--- config.mk ---
export PLATFORM = sky130hd
export DESIGN_NAME = sisc_ctrl_fsm_flat
export DESIGN_NICKNAME = d
export VERILOG_FILES = /design/src/rtl/sisc_ctrl_fsm_if.sv /design/src/rtl/sisc_ctrl_fsm.sv /design/src/flat_wrapper.sv
export SDC_FILE = /design/constraint.sdc
export NUM_CORES = 1
export LEC_CHECK = 0
export ABC_CLOCK_PERIOD_IN_PS = 5200
export BUFFER_PORTS_ARGS = -buffer_cell sky130_fd_sc_hd__buf_2
export CORE_AREA = 10 10 47 49
export DETAILED_ROUTE_END_ITERATION = 8
export DIE_AREA = 0 0 57 59
export HOLD_SLACK_MARGIN = 0.05
export PLACE_DENSITY = 0.68
export SLEW_MARGIN = 20
export SYNTH_ARGS = -nofsm -noshare
export SYNTH_HDL_FRONTEND = slang
export SYNTH_SLANG_ARGS = --single-unit
--- constraint.sdc ---
create_clock -name clk -period 5.2 [get_ports clk]
set_input_delay 1.56 -clock clk [delete_from_list [all_inputs] [get_ports clk]]
set_output_delay 1.56 -clock clk [all_outputs]
set_load 0.1 [all_outputs]
--- src/rtl/sisc_ctrl_fsm_if.sv ---
// sisc_ctrl_fsm_if: instruction/status inputs, memory handshake and datapath controls of the SISC sequencer
interface sisc_ctrl_fsm_if #(
    parameter int OP_W     = 4,
    parameter int MM_W     = 4,
    parameter int ALU_OP_W = 2
);
    logic [OP_W-1:0]     opcode;
    logic [MM_W-1:0]     mm;
    logic [MM_W-1:0]     stat;
    logic                mem_ack;
    logic                rf_we;
    logic                wb_sel;
    logic [ALU_OP_W-1:0] alu_op;
    logic                ir_load;
    logic                pc_write;
    logic                pc_sel;
    logic                br_sel;
    logic                mem_req;
    logic                dm_we;
    logic                swp_sel;
    logic                halted;
    logic [2:0]          state;
    modport master (
        input  opcode, mm, stat, mem_ack,
        output rf_we, wb_sel, alu_op, ir_load, pc_write, pc_sel, br_sel,
               mem_req, dm_we, swp_sel, halted, state
    );
    modport slave (
        output opcode, mm, stat, mem_ack,
        input  rf_we, wb_sel, alu_op, ir_load, pc_write, pc_sel, br_sel,
               mem_req, dm_we, swp_sel, halted, state
    );
endinterface

--- src/rtl/sisc_ctrl_fsm.sv ---
// sisc_ctrl_fsm: multi-cycle fetch/decode/execute/mem/writeback sequencer with branch, memory handshake, SWP and halt
module sisc_ctrl_fsm #(
    parameter int OP_W     = 4,
    parameter int MM_W     = 4,
    parameter int ALU_OP_W = 2,
    parameter int AM_IMM   = 8
) (
    input logic             clk,
    input logic             rst_f,
    sisc_ctrl_fsm_if.master bus
);
    typedef enum logic [2:0] {
        START0    = 3'd0,
        START1    = 3'd1,
        FETCH     = 3'd2,
        DECODE    = 3'd3,
        EXECUTE   = 3'd4,
        MEM       = 3'd5,
        WRITEBACK = 3'd6,
        HALT      = 3'd7
    } state_t;

    state_t state_q, state_d;
    logic   swp_q, swp_d;

    logic is_lod, is_str, is_swp, is_bra, is_brr, is_bne, is_bnr, is_alu, is_hlt;
    logic is_ls, cond, taken;

    assign is_lod = bus.opcode == OP_W'(1);
    assign is_str = bus.opcode == OP_W'(2);
    assign is_swp = bus.opcode == OP_W'(3);
    assign is_bra = bus.opcode == OP_W'(4);
    assign is_brr = bus.opcode == OP_W'(5);
    assign is_bne = bus.opcode == OP_W'(6);
    assign is_bnr = bus.opcode == OP_W'(7);
    assign is_alu = bus.opcode == OP_W'(8);
    assign is_hlt = bus.opcode == OP_W'(15);
    assign is_ls  = is_lod | is_str;
    assign cond   = |(bus.stat & bus.mm);
    assign taken  = ((is_bra | is_brr) & cond) | ((is_bne | is_bnr) & ~cond);
    assign bus.state = state_q;

    // State and SWP pass flag; reset abandons any instruction in flight
    always_ff @(posedge clk or negedge rst_f) begin
        if (!rst_f) begin
            state_q <= START0;
            swp_q   <= 1'b0;
        end else begin
            state_q <= state_d;
            swp_q   <= swp_d;
        end
    end

    // Next state and Moore control decode; START0 decodes to all-zero outputs
    always_comb begin
        state_d      = START0;
        bus.rf_we    = 1'b0;
        bus.wb_sel   = 1'b0;
        bus.alu_op   = '0;
        bus.ir_load  = 1'b0;
        bus.pc_write = 1'b0;
        bus.pc_sel   = 1'b0;
        bus.br_sel   = 1'b0;
        bus.mem_req  = 1'b0;
        bus.dm_we    = 1'b0;
        bus.swp_sel  = 1'b0;
        bus.halted   = 1'b0;
        case (state_q)
            START0: state_d = START1;
            START1: state_d = FETCH;
            FETCH: begin
                state_d      = DECODE;
                bus.ir_load  = 1'b1;
                bus.pc_write = 1'b1;
            end
            DECODE: state_d = is_hlt ? HALT : EXECUTE;
            EXECUTE: begin
                state_d      = MEM;
                bus.alu_op   = is_alu ? ALU_OP_W'({1'b0, bus.mm == MM_W'(AM_IMM)})
                             : is_ls  ? ALU_OP_W'(2'b10) : '0;
                bus.pc_write = taken;
                bus.pc_sel   = taken;
                bus.br_sel   = taken & (is_brr | is_bnr);
            end
            MEM: begin
                state_d     = (is_ls && !bus.mem_ack) ? MEM : WRITEBACK;
                bus.mem_req = is_ls;
                bus.dm_we   = is_str;
            end
            WRITEBACK: begin
                state_d     = (is_swp && !swp_q) ? WRITEBACK : FETCH;
                bus.rf_we   = is_alu | is_lod | is_swp;
                bus.wb_sel  = is_lod;
                bus.swp_sel = is_swp & swp_q;
            end
            HALT: begin
                state_d    = HALT;
                bus.halted = 1'b1;
            end
            default: state_d = START0;
        endcase
        swp_d = (state_d == FETCH) ? 1'b0 : (state_q == WRITEBACK && is_swp) ? 1'b1 : swp_q;
    end
endmodule
--- src/flat_wrapper.sv ---
// flat-port wrapper written by rule: the top's interface ports become plain ports
module sisc_ctrl_fsm_flat 
#(
    parameter int OP_W     = 4,
    parameter int MM_W     = 4,
    parameter int ALU_OP_W = 2,
    parameter int AM_IMM   = 8
)
  (clk, rst_f, bus_opcode, bus_mm, bus_stat, bus_mem_ack, bus_rf_we, bus_wb_sel, bus_alu_op, bus_ir_load, bus_pc_write, bus_pc_sel, bus_br_sel, bus_mem_req, bus_dm_we, bus_swp_sel, bus_halted, bus_state);
  sisc_ctrl_fsm_if #(.OP_W(OP_W), .MM_W(MM_W), .ALU_OP_W(ALU_OP_W)) bus_i ();
  input logic clk;
  input logic rst_f;
  input wire logic [$bits(bus_i.opcode)-1:0] bus_opcode;
  input wire logic [$bits(bus_i.mm)-1:0] bus_mm;
  input wire logic [$bits(bus_i.stat)-1:0] bus_stat;
  input wire logic [$bits(bus_i.mem_ack)-1:0] bus_mem_ack;
  output wire logic [$bits(bus_i.rf_we)-1:0] bus_rf_we;
  output wire logic [$bits(bus_i.wb_sel)-1:0] bus_wb_sel;
  output wire logic [$bits(bus_i.alu_op)-1:0] bus_alu_op;
  output wire logic [$bits(bus_i.ir_load)-1:0] bus_ir_load;
  output wire logic [$bits(bus_i.pc_write)-1:0] bus_pc_write;
  output wire logic [$bits(bus_i.pc_sel)-1:0] bus_pc_sel;
  output wire logic [$bits(bus_i.br_sel)-1:0] bus_br_sel;
  output wire logic [$bits(bus_i.mem_req)-1:0] bus_mem_req;
  output wire logic [$bits(bus_i.dm_we)-1:0] bus_dm_we;
  output wire logic [$bits(bus_i.swp_sel)-1:0] bus_swp_sel;
  output wire logic [$bits(bus_i.halted)-1:0] bus_halted;
  output wire logic [$bits(bus_i.state)-1:0] bus_state;
  assign bus_i.opcode = bus_opcode;
  assign bus_i.mm = bus_mm;
  assign bus_i.stat = bus_stat;
  assign bus_i.mem_ack = bus_mem_ack;
  assign bus_rf_we = bus_i.rf_we;
  assign bus_wb_sel = bus_i.wb_sel;
  assign bus_alu_op = bus_i.alu_op;
  assign bus_ir_load = bus_i.ir_load;
  assign bus_pc_write = bus_i.pc_write;
  assign bus_pc_sel = bus_i.pc_sel;
  assign bus_br_sel = bus_i.br_sel;
  assign bus_mem_req = bus_i.mem_req;
  assign bus_dm_we = bus_i.dm_we;
  assign bus_swp_sel = bus_i.swp_sel;
  assign bus_halted = bus_i.halted;
  assign bus_state = bus_i.state;
  sisc_ctrl_fsm #(.OP_W(OP_W), .MM_W(MM_W), .ALU_OP_W(ALU_OP_W), .AM_IMM(AM_IMM)) u_core (.clk(clk), .rst_f(rst_f), .bus(bus_i));
endmodule
Word level (Yosys, flattened, before mapping)
Cells that the tools add are included.
- equal/unequal tests: 18
- muxes and demuxes: 19
- bitwise logic cells: 13
- reduce and logical (&&, ||, !) cells: 8
- operators with widths (operator ; number):
    $pmux W3 S8 ; 1
    $eq A4 B3 Y1 const B ; 4
    $eq A3 B3 Y1 const B ; 4
    $eq A4 B4 Y1 const B ; 3
    $mux W1 ; 11
    $mux W2 ; 5
    $eq A3 B2 Y1 const B ; 3
    $eq A4 B2 Y1 const B ; 2
    $or A1 B1 Y1 ; 7
    $and A1 B1 Y1 ; 4
    $and A4 B4 Y4 ; 1
    $eq A4 B1 Y1 const B ; 1
    $reduce_or A4 Y1 ; 1
    $eq A3 B1 Y1 const B ; 1
    $logic_and A1 B1 Y1 ; 3
    $logic_not A3 Y1 ; 1
    $mux W3 ; 1
    $logic_not A1 Y1 ; 2
    $pmux W1 S2 ; 1
    $reduce_bool A2 Y1 ; 1
    $not A1 Y1 ; 1
- register bits after elaboration: 4
- input port bits: 15
- output and inout port bits: 15
- word-level logic and storage cells: 60

Longest topological paths before layout
Gate-level depths: netlist of run 1.
- depth in word-level cells: 7
- mapped depth: 4
- depth with buffers taken out: 3

Least setup slack after synthesis of run 1
OpenSTA, ideal clock, no wires.
- path type: input-to-output
- start: input port bus_opcode[3]
- end: output port bus_dm_we
- arrival: 4852 ps
- data required time: 3640 ps
- slack: -1212 ps
- cell stages on the path: 2
- buffers on the path: 0
- cell sequence: nor2_1 nor4b_1
- word-level cells in the longest chain between the ends: 2
- RTL lines (item ; line ; text):
    start, declared ; flat_wrapper.sv:13 ; input wire logic [$bits(bus_i.opcode)-1:0] bus_opcode;
    $eq A4 B2 Y1 ; sisc_ctrl_fsm.sv:30 ; assign is_str = bus.opcode == OP_W'(2);
    $mux W1 ; sisc_ctrl_fsm.sv:68 ; case (state_q)
    end, declared ; flat_wrapper.sv:25 ; output wire logic [$bits(bus_i.dm_we)-1:0] bus_dm_we;
Every way passes these cells.

Worst setup path after layout of run 1
- start: input port bus_opcode[1]
- end: output port bus_br_sel
- word-level cells in the longest chain between the ends: 6
- elaborated cells on any way between the ends: 12
- those cells by class: 4 x eq/ne; 1 x mux; 7 x bitwise
- RTL lines (item ; line ; text):
    $eq A4 B3 Y1, on equally long branches ; - ;
    $or A1 B1 Y1 ; sisc_ctrl_fsm.sv:40 ; assign taken = ((is_bra | is_brr) & cond) | ((is_bne | is_bnr) & ~cond);
    $and A1 B1 Y1 ; sisc_ctrl_fsm.sv:40 ;
    $or A1 B1 Y1 ; sisc_ctrl_fsm.sv:40 ;
    $and A1 B1 Y1 (*) ; sisc_ctrl_fsm.sv:83 ; bus.br_sel = taken & (is_brr | is_bnr);
    $mux W1 (*) ; sisc_ctrl_fsm.sv:68 ;
    end, declared ; flat_wrapper.sv:23 ; output wire logic [$bits(bus_i.br_sel)-1:0] bus_br_sel;
Every way passes the cells marked *; elsewhere a longest branch is shown, timed or not.

==> qor.yml, run 1 <==
critical_path:
  critical_path.endpoint_type: "output pin"
  worst_ep_arrival_time_ns: 2.96
  startpoint_class_of_the_critical_path: "primary input"
  critPathMaxFanout: 9
  required_time_reported_for_the_critical_path_endpoint_ns: 3.64
  worst-setup-path-type: "primary input to output pin"
pwr:
  power_leakage_uw: 0.000321
  power_uw: 409
  vdd_ir_drop_max_uv: 285
  power_per_cell_area_nw_per_um2: 642
synth:
  syn_area_sq_um: 458
  nets_in_the_synthesized_netlist: 74
  synthCells: 59
  yosys-top-cells-area: "dfrtp_1 22%, nor2_1 5.7%, nor4b_1 5.7%"
  ys_dominant_reg_cell: "dfrtp_1"
  synth-async-reset-ratio_pct: 100
  synth-edff-count: 0
  synth_cell_types: 32
  synth_area_leader_cell: "dfrtp_1"
  syn_area_per_cell_sq_um: 7.76
  netlist.area_leader.share_pct: 21.9
  sequential_share_of_the_synthesized_area_pct: 21.9
  ys_ff_latch: 4
  ys_warn_count: 0
hold_path:
  class_of_the_most_critical_hold_timing_path: "flop to flop"
final_layout:
  antennaDiodeCount: 0
  layout_commonest_cell: "buf_2"
  commonest_cells_after_routing_fill_and_taps_aside: "29 x buf_2, 7 x nor2_1, 5 x nand2_1, 4 x dfrtp_1"
  finish.net_count: 104
  drive_above_1_share_pct: 46.0
  synthToLayoutAreaGrowth_pct: 39.1
timing:
  timing_worst_slew_pin_value_ns: 0.493
  fin_hold_ws_ns: 0.533
  final_slew_violations: 0
  max_clock_freq_mhz: 221
  setup-violations-final: 0
  postLayoutSetupSlackWorst_ns: 0.675
  part_of_the_cycle_the_worst_path_needs_pct: 87.0
  setup_total_negative_slack_ns: 0
  relSlewSlack_pct: 67.4
  rsz0062_at_grt: "no"
  finalCriticalPeriod_ns: 4.52
  timing.final.hold_violations: 0
  worst_clock_skew_ns: 0.00442
grt:
  global_route.usage.total_pct: 7.54
  grt_start_max_net_pins: 16
  grt_first_pass_wirelength_um: 2180
  antenna_found_initial: 0
  grt_pass1_vias: 508
  grt_overflow: 0
route:
  wirelength_um: 1390
  count_of_tritonroute_iterations_in_the_first_routing_pass: 4
  post_drt_via_cell_ratio: 4.93
  remaining_drc_errors: 0
  routed_wire_length_per_instance_um: 13.5
  detail-route-antenna-nets: 0
  drt_first_iter_violations: 7
  detailroute.via_count: 508
floorplan:
  ios: 30
  fp.dieArea_sq_um: 3360
  rows: 14
  floorplan.die.height_um: 59
  floorplan.initialDensity_pct: 32.7
  core_region_area_sq_um: 1400
  chipWidth_um: 57
clock_tree:
  h-tree-depth: 1
  cts_tree: "yes"
  cts.repair.resized: 0
  clock_sink_count: 4
  clock_path_buffers: 2
  ctsRootBufferMaster: "clkbuf_4"
  clk_pin_slew_ns: 0.03
  cts.hold.buffers_added: 0
  cts_buffers: 3
  post_cts.repair.setup_buffers: 0
  clk-insertion-delay-late_ns: 0.23
run_status:
  outcome: "completed"
place:
  dp_slack_ns: 0.680
  gp_routability_congestion: 0.723
  numPortBuffers: 29
flow_run:
  drv.max_cap_violation_count: 0
## cell usage after synthesis (2+ instances only)
library cell and instances:
inv_1 2, nor3_1 3, or3b_1 3, nor3b_1 3, and3_1 2, nand2_1 5
nor4b_1 3, nor2_1 7, and4_2 2, a22oi_1 2, dfrtp_1 4, buf_2 2
nand3b_1 2
## where the power goes
group,total [uW],switching [uW],leakage (uW),internal [uW]
sequential,84.2,39.4,0.0000477,44.8
clock,37.2,11.5,0.0000138,25.7
combinational,287,228,0.000260,59.7
total,409,278,0.000321,130
## logic make-up (layout without fill, tap and decap cells)
family	after synthesis	after routing	synth area share (%)
xor gates and xnor gates	1	1	1.91
DFF	4	4	21.9
and+or+nand+nor	38	38	52.7
AOI/OAI and AO/OA	10	10	16.4
buffers and inverters	6	34	7.10
## layer usage
metal	global-route usage [%]	wire length, um	up-vias
met4	2.01	0	0
met2	13.6	727	15
met1	8.84	609	215
met3	1.29	57	0
li1	-	-	278
met5	0	0	-
## final cells by class
cell class	instances	area (sq um)
fillers	154	764
multi-input cells	49	342
repair buffers	29	145
flip-flops and latches	4	100
clock buffers	3	22.5
well taps	16	20.0
inverters	2	7.51
## final timing paths
| kind | slack [ns] | endpoint | cells after the start | startpoint |
|---|---|---|---|---|
| worst max-delay path | 0.68 | bus_br_sel | 5 | bus_opcode[1] |
| worst min-delay path | 0.53 | u_core.swp_q$_DFFE_PN0P_ | 2 | u_core.swp_q$_DFFE_PN0P_ |
| worst max register to register | 3.86 | u_core.swp_q$_DFFE_PN0P_ | 3 | u_core.bus.state[0]$_DFF_PN0_ |
| worst min register to register | 0.53 | u_core.swp_q$_DFFE_PN0P_ | 2 | u_core.swp_q$_DFFE_PN0P_ |
| max in group asynchronous | 3.95 | u_core.swp_q$_DFFE_PN0P_ | 1 | rst_f |
| min in group asynchronous | 1.13 | u_core.bus.state[2]$_DFF_PN0_ | 1 | rst_f |
## critical path: stages
cell and delay [ns]:
buf_2 0.15, or3b_1 0.41, a211o_1 0.29, a21boi_2 0.13
buf_2 0.43
## metrics by stage
step / instance area [sq um] / std cells / util, %
3_5_place_dp: 614 / 100 / 43.8
2_1_floorplan: 474 / 59 / -
3_3_place_gp: 614 / 100 / 43.8
5_1_grt: 637 / 103 / 45.4
4_1_cts: 637 / 103 / 45.4
6_report: 637 / 103 / 45.4
## registers in the layout, summed over array words and instances, names as in the netlist
signal,flops
u_core.bus.state,3
u_core.swp_q,1
(Power assumes the default switching activity.)
==> run 2, diff against run 1 <==
==> constraint.sdc (replaced) <==
create_clock -name clk -period 5.2 [get_ports clk]
set_input_delay 0.78 -clock clk [delete_from_list [all_inputs] [get_ports clk]]
set_output_delay 0.78 -clock clk [all_outputs]
set_load 0.1 [all_outputs]
==> run 2 against run 1 <==
  * Sequential power hardly changed
  * First-iteration DRC count stayed put
  * Power is 0.66% higher
  * Utilization is 0.36 points lower
  * Non-clock buffer count stayed put
  * Largest power group unchanged
  * Highest routed layer unchanged
==> qor.yml, run 2 (same netlist as run 1, synthesis figures left out) <==
run_status:
  outcome: "completed"
floorplan:
  core_region_area_sq_um: 1400
  floorplan.die.height_um: 59
  floorplan.initialDensity_pct: 32.7
  fp.dieArea_sq_um: 3360
  rows: 14
  ios: 30
  chipWidth_um: 57
final_layout:
  drive_above_1_share_pct: 44.8
  final_design_area_no_fill_sq_um: 632
  flip_flop_count_of_the_largest_register_all_copies_and_words_added: 3
  instances_no_fill: 103
  finish.net_count: 104
  n_fill_cell: 153
  synthToLayoutAreaGrowth_pct: 38.0
  layout_commonest_cell: "buf_2"
  antennaDiodeCount: 0
  commonest_cells_after_routing_fill_and_taps_aside: "29 x buf_2, 7 x nor2_1, 5 x nand2_1, 4 x dfrtp_1"
place:
  numPortBuffers: 29
  dp_hpwl_um: 1180
  place_inst: 100
  post_dp_cell_area_sq_um: 609
  gp_routability_congestion: 0.706
hold_path:
  class_of_the_most_critical_hold_timing_path: "primary input to async pin"
critical_path:
  critical_path_depth: 5
  cp.buffers_inverters: 2
  worst_ep_arrival_time_ns: 2.14
  timing.critical_path.max_delay_family: "buffers and inverters"
  required_time_reported_for_the_critical_path_endpoint_ns: 4.42
  cpMaxStageDelayCell: "buf_2"
  rr_worst_depth: 3
  crit_path_cell_trace: "buf_2 -> or3b_1 -> a211o_1 -> a21boi_2 -> buf_2"
  critPathMaxFanout: 9
  startpoint_class_of_the_critical_path: "primary input"
  worst_path_largest_cell_delay_ns: 0.43
  worst_path_most_repeated_cell: "buf_2"
  critical_path.endpoint_type: "output pin"
  worst-setup-path-type: "primary input to output pin"
grt:
  grt_pass1_vias: 518
  grt_start_max_net_pins: 16
  grt_first_pass_wirelength_um: 2370
  antenna_found_initial: 0
  grt_overflow: 0
  global_route.usage.total_pct: 8.52
timing:
  final_slew_violations: 0
  relSlewSlack_pct: 66.9
  timing_worst_slew_pin_value_ns: 0.499
  rsz0062_at_grt: "no"
  timing.final.hold_violations: 0
  worst_clock_skew_ns: 0.00228
  max_clock_freq_mhz: 343
  setup_total_negative_slack_ns: 0
  finalCriticalPeriod_ns: 2.92
  setup-violations-final: 0
  part_of_the_cycle_the_worst_path_needs_pct: 56.1
clock_tree:
  cts_buffers: 3
  ctsRootBufferMaster: "clkbuf_4"
  post_cts.repair.setup_buffers: 0
  clock_path_buffers: 2
  cts.repair.resized: 0
  clk-insertion-delay-late_ns: 0.23
  h-tree-depth: 1
  cts_tree: "yes"
  clock_sink_count: 4
  cts.hold.buffers_added: 0
  clk_pin_slew_ns: 0.04
route:
  routed_wire_length_per_instance_um: 14.0
  post_drt_via_cell_ratio: 5.18
  remaining_drc_errors: 0
  detailroute.via_count: 534
  wirelength_um: 1440
  count_of_tritonroute_iterations_in_the_first_routing_pass: 4
  detail-route-antenna-nets: 0
  drt_first_iter_violations: 7
pwr:
  vdd_ir_drop_max_uv: 240
  power_leakage_uw: 0.000321
  power_per_cell_area_nw_per_um2: 651
flow_run:
  drv.max_cap_violation_count: 0
==> run 2: cell counts in the layout (fill, tap and decap cells not counted) <==
No cell type changed its count.
==> run 2: worst paths after layout <==
kind | start | end | slack [ns]
setup / recovery | bus_opcode[1] | bus_br_sel | 2.28
setup reg to reg | u_core.bus.state[0]$_DFF_PN0_ | u_core.swp_q$_DFFE_PN0P_ | 3.87
max in group asynchronous | rst_f | u_core.bus.state[0]$_DFF_PN0_ | 4.74
min in group clk | u_core.swp_q$_DFFE_PN0P_ | u_core.swp_q$_DFFE_PN0P_ | 0.53
hold reg to reg | u_core.swp_q$_DFFE_PN0P_ | u_core.swp_q$_DFFE_PN0P_ | 0.53
hold / removal | rst_f | u_core.bus.state[1]$_DFF_PN0_ | 0.34
==> run 2: layout make-up <==
type,count,area [sq um],share of cell area [%]
clock buffers,3,22.5,3.56
inverters,2,7.51,1.19
multi-input cells,49,337,53.3
flip-flops and latches,4,100,15.8
well taps,16,20.0,3.17
repair buffers,29,145,23.0
==> run 2: through the flow <==
step                worst slack, ns  hold slack, ns  power (uW)  util, %
floorplan                     0.918           0.477         330        -
global placement               2.30           0.528         372     43.5
detailed placement             2.28           0.519         374     43.5
CTS                            2.28           0.339         414     45.1
global route                   2.22           0.345         434     45.1
finish                         2.28           0.343         411     45.1
==> run 2: power breakdown <==
part | switching, uW | internal [uW] | total (uW) | leakage [uW]
Clock | 11.6 | 25.7 | 37.4 | 0.0000138
Combinational | 230 | 59.6 | 290 | 0.000259
Sequential | 39.4 | 44.8 | 84.2 | 0.0000477
Total | 281 | 130 | 411 | 0.000321
==> run 2: per-layer routing <==
metal | vias to the layer above | global-route usage, % | wire length [um]
li1 | 279 | - | -
met1 | 242 | 9.18 | 580
met2 | 13 | 14.7 | 784
met3 | 0 | 3.43 | 71
met4 | 0 | 3.02 | 0
met5 | - | 0 | 0
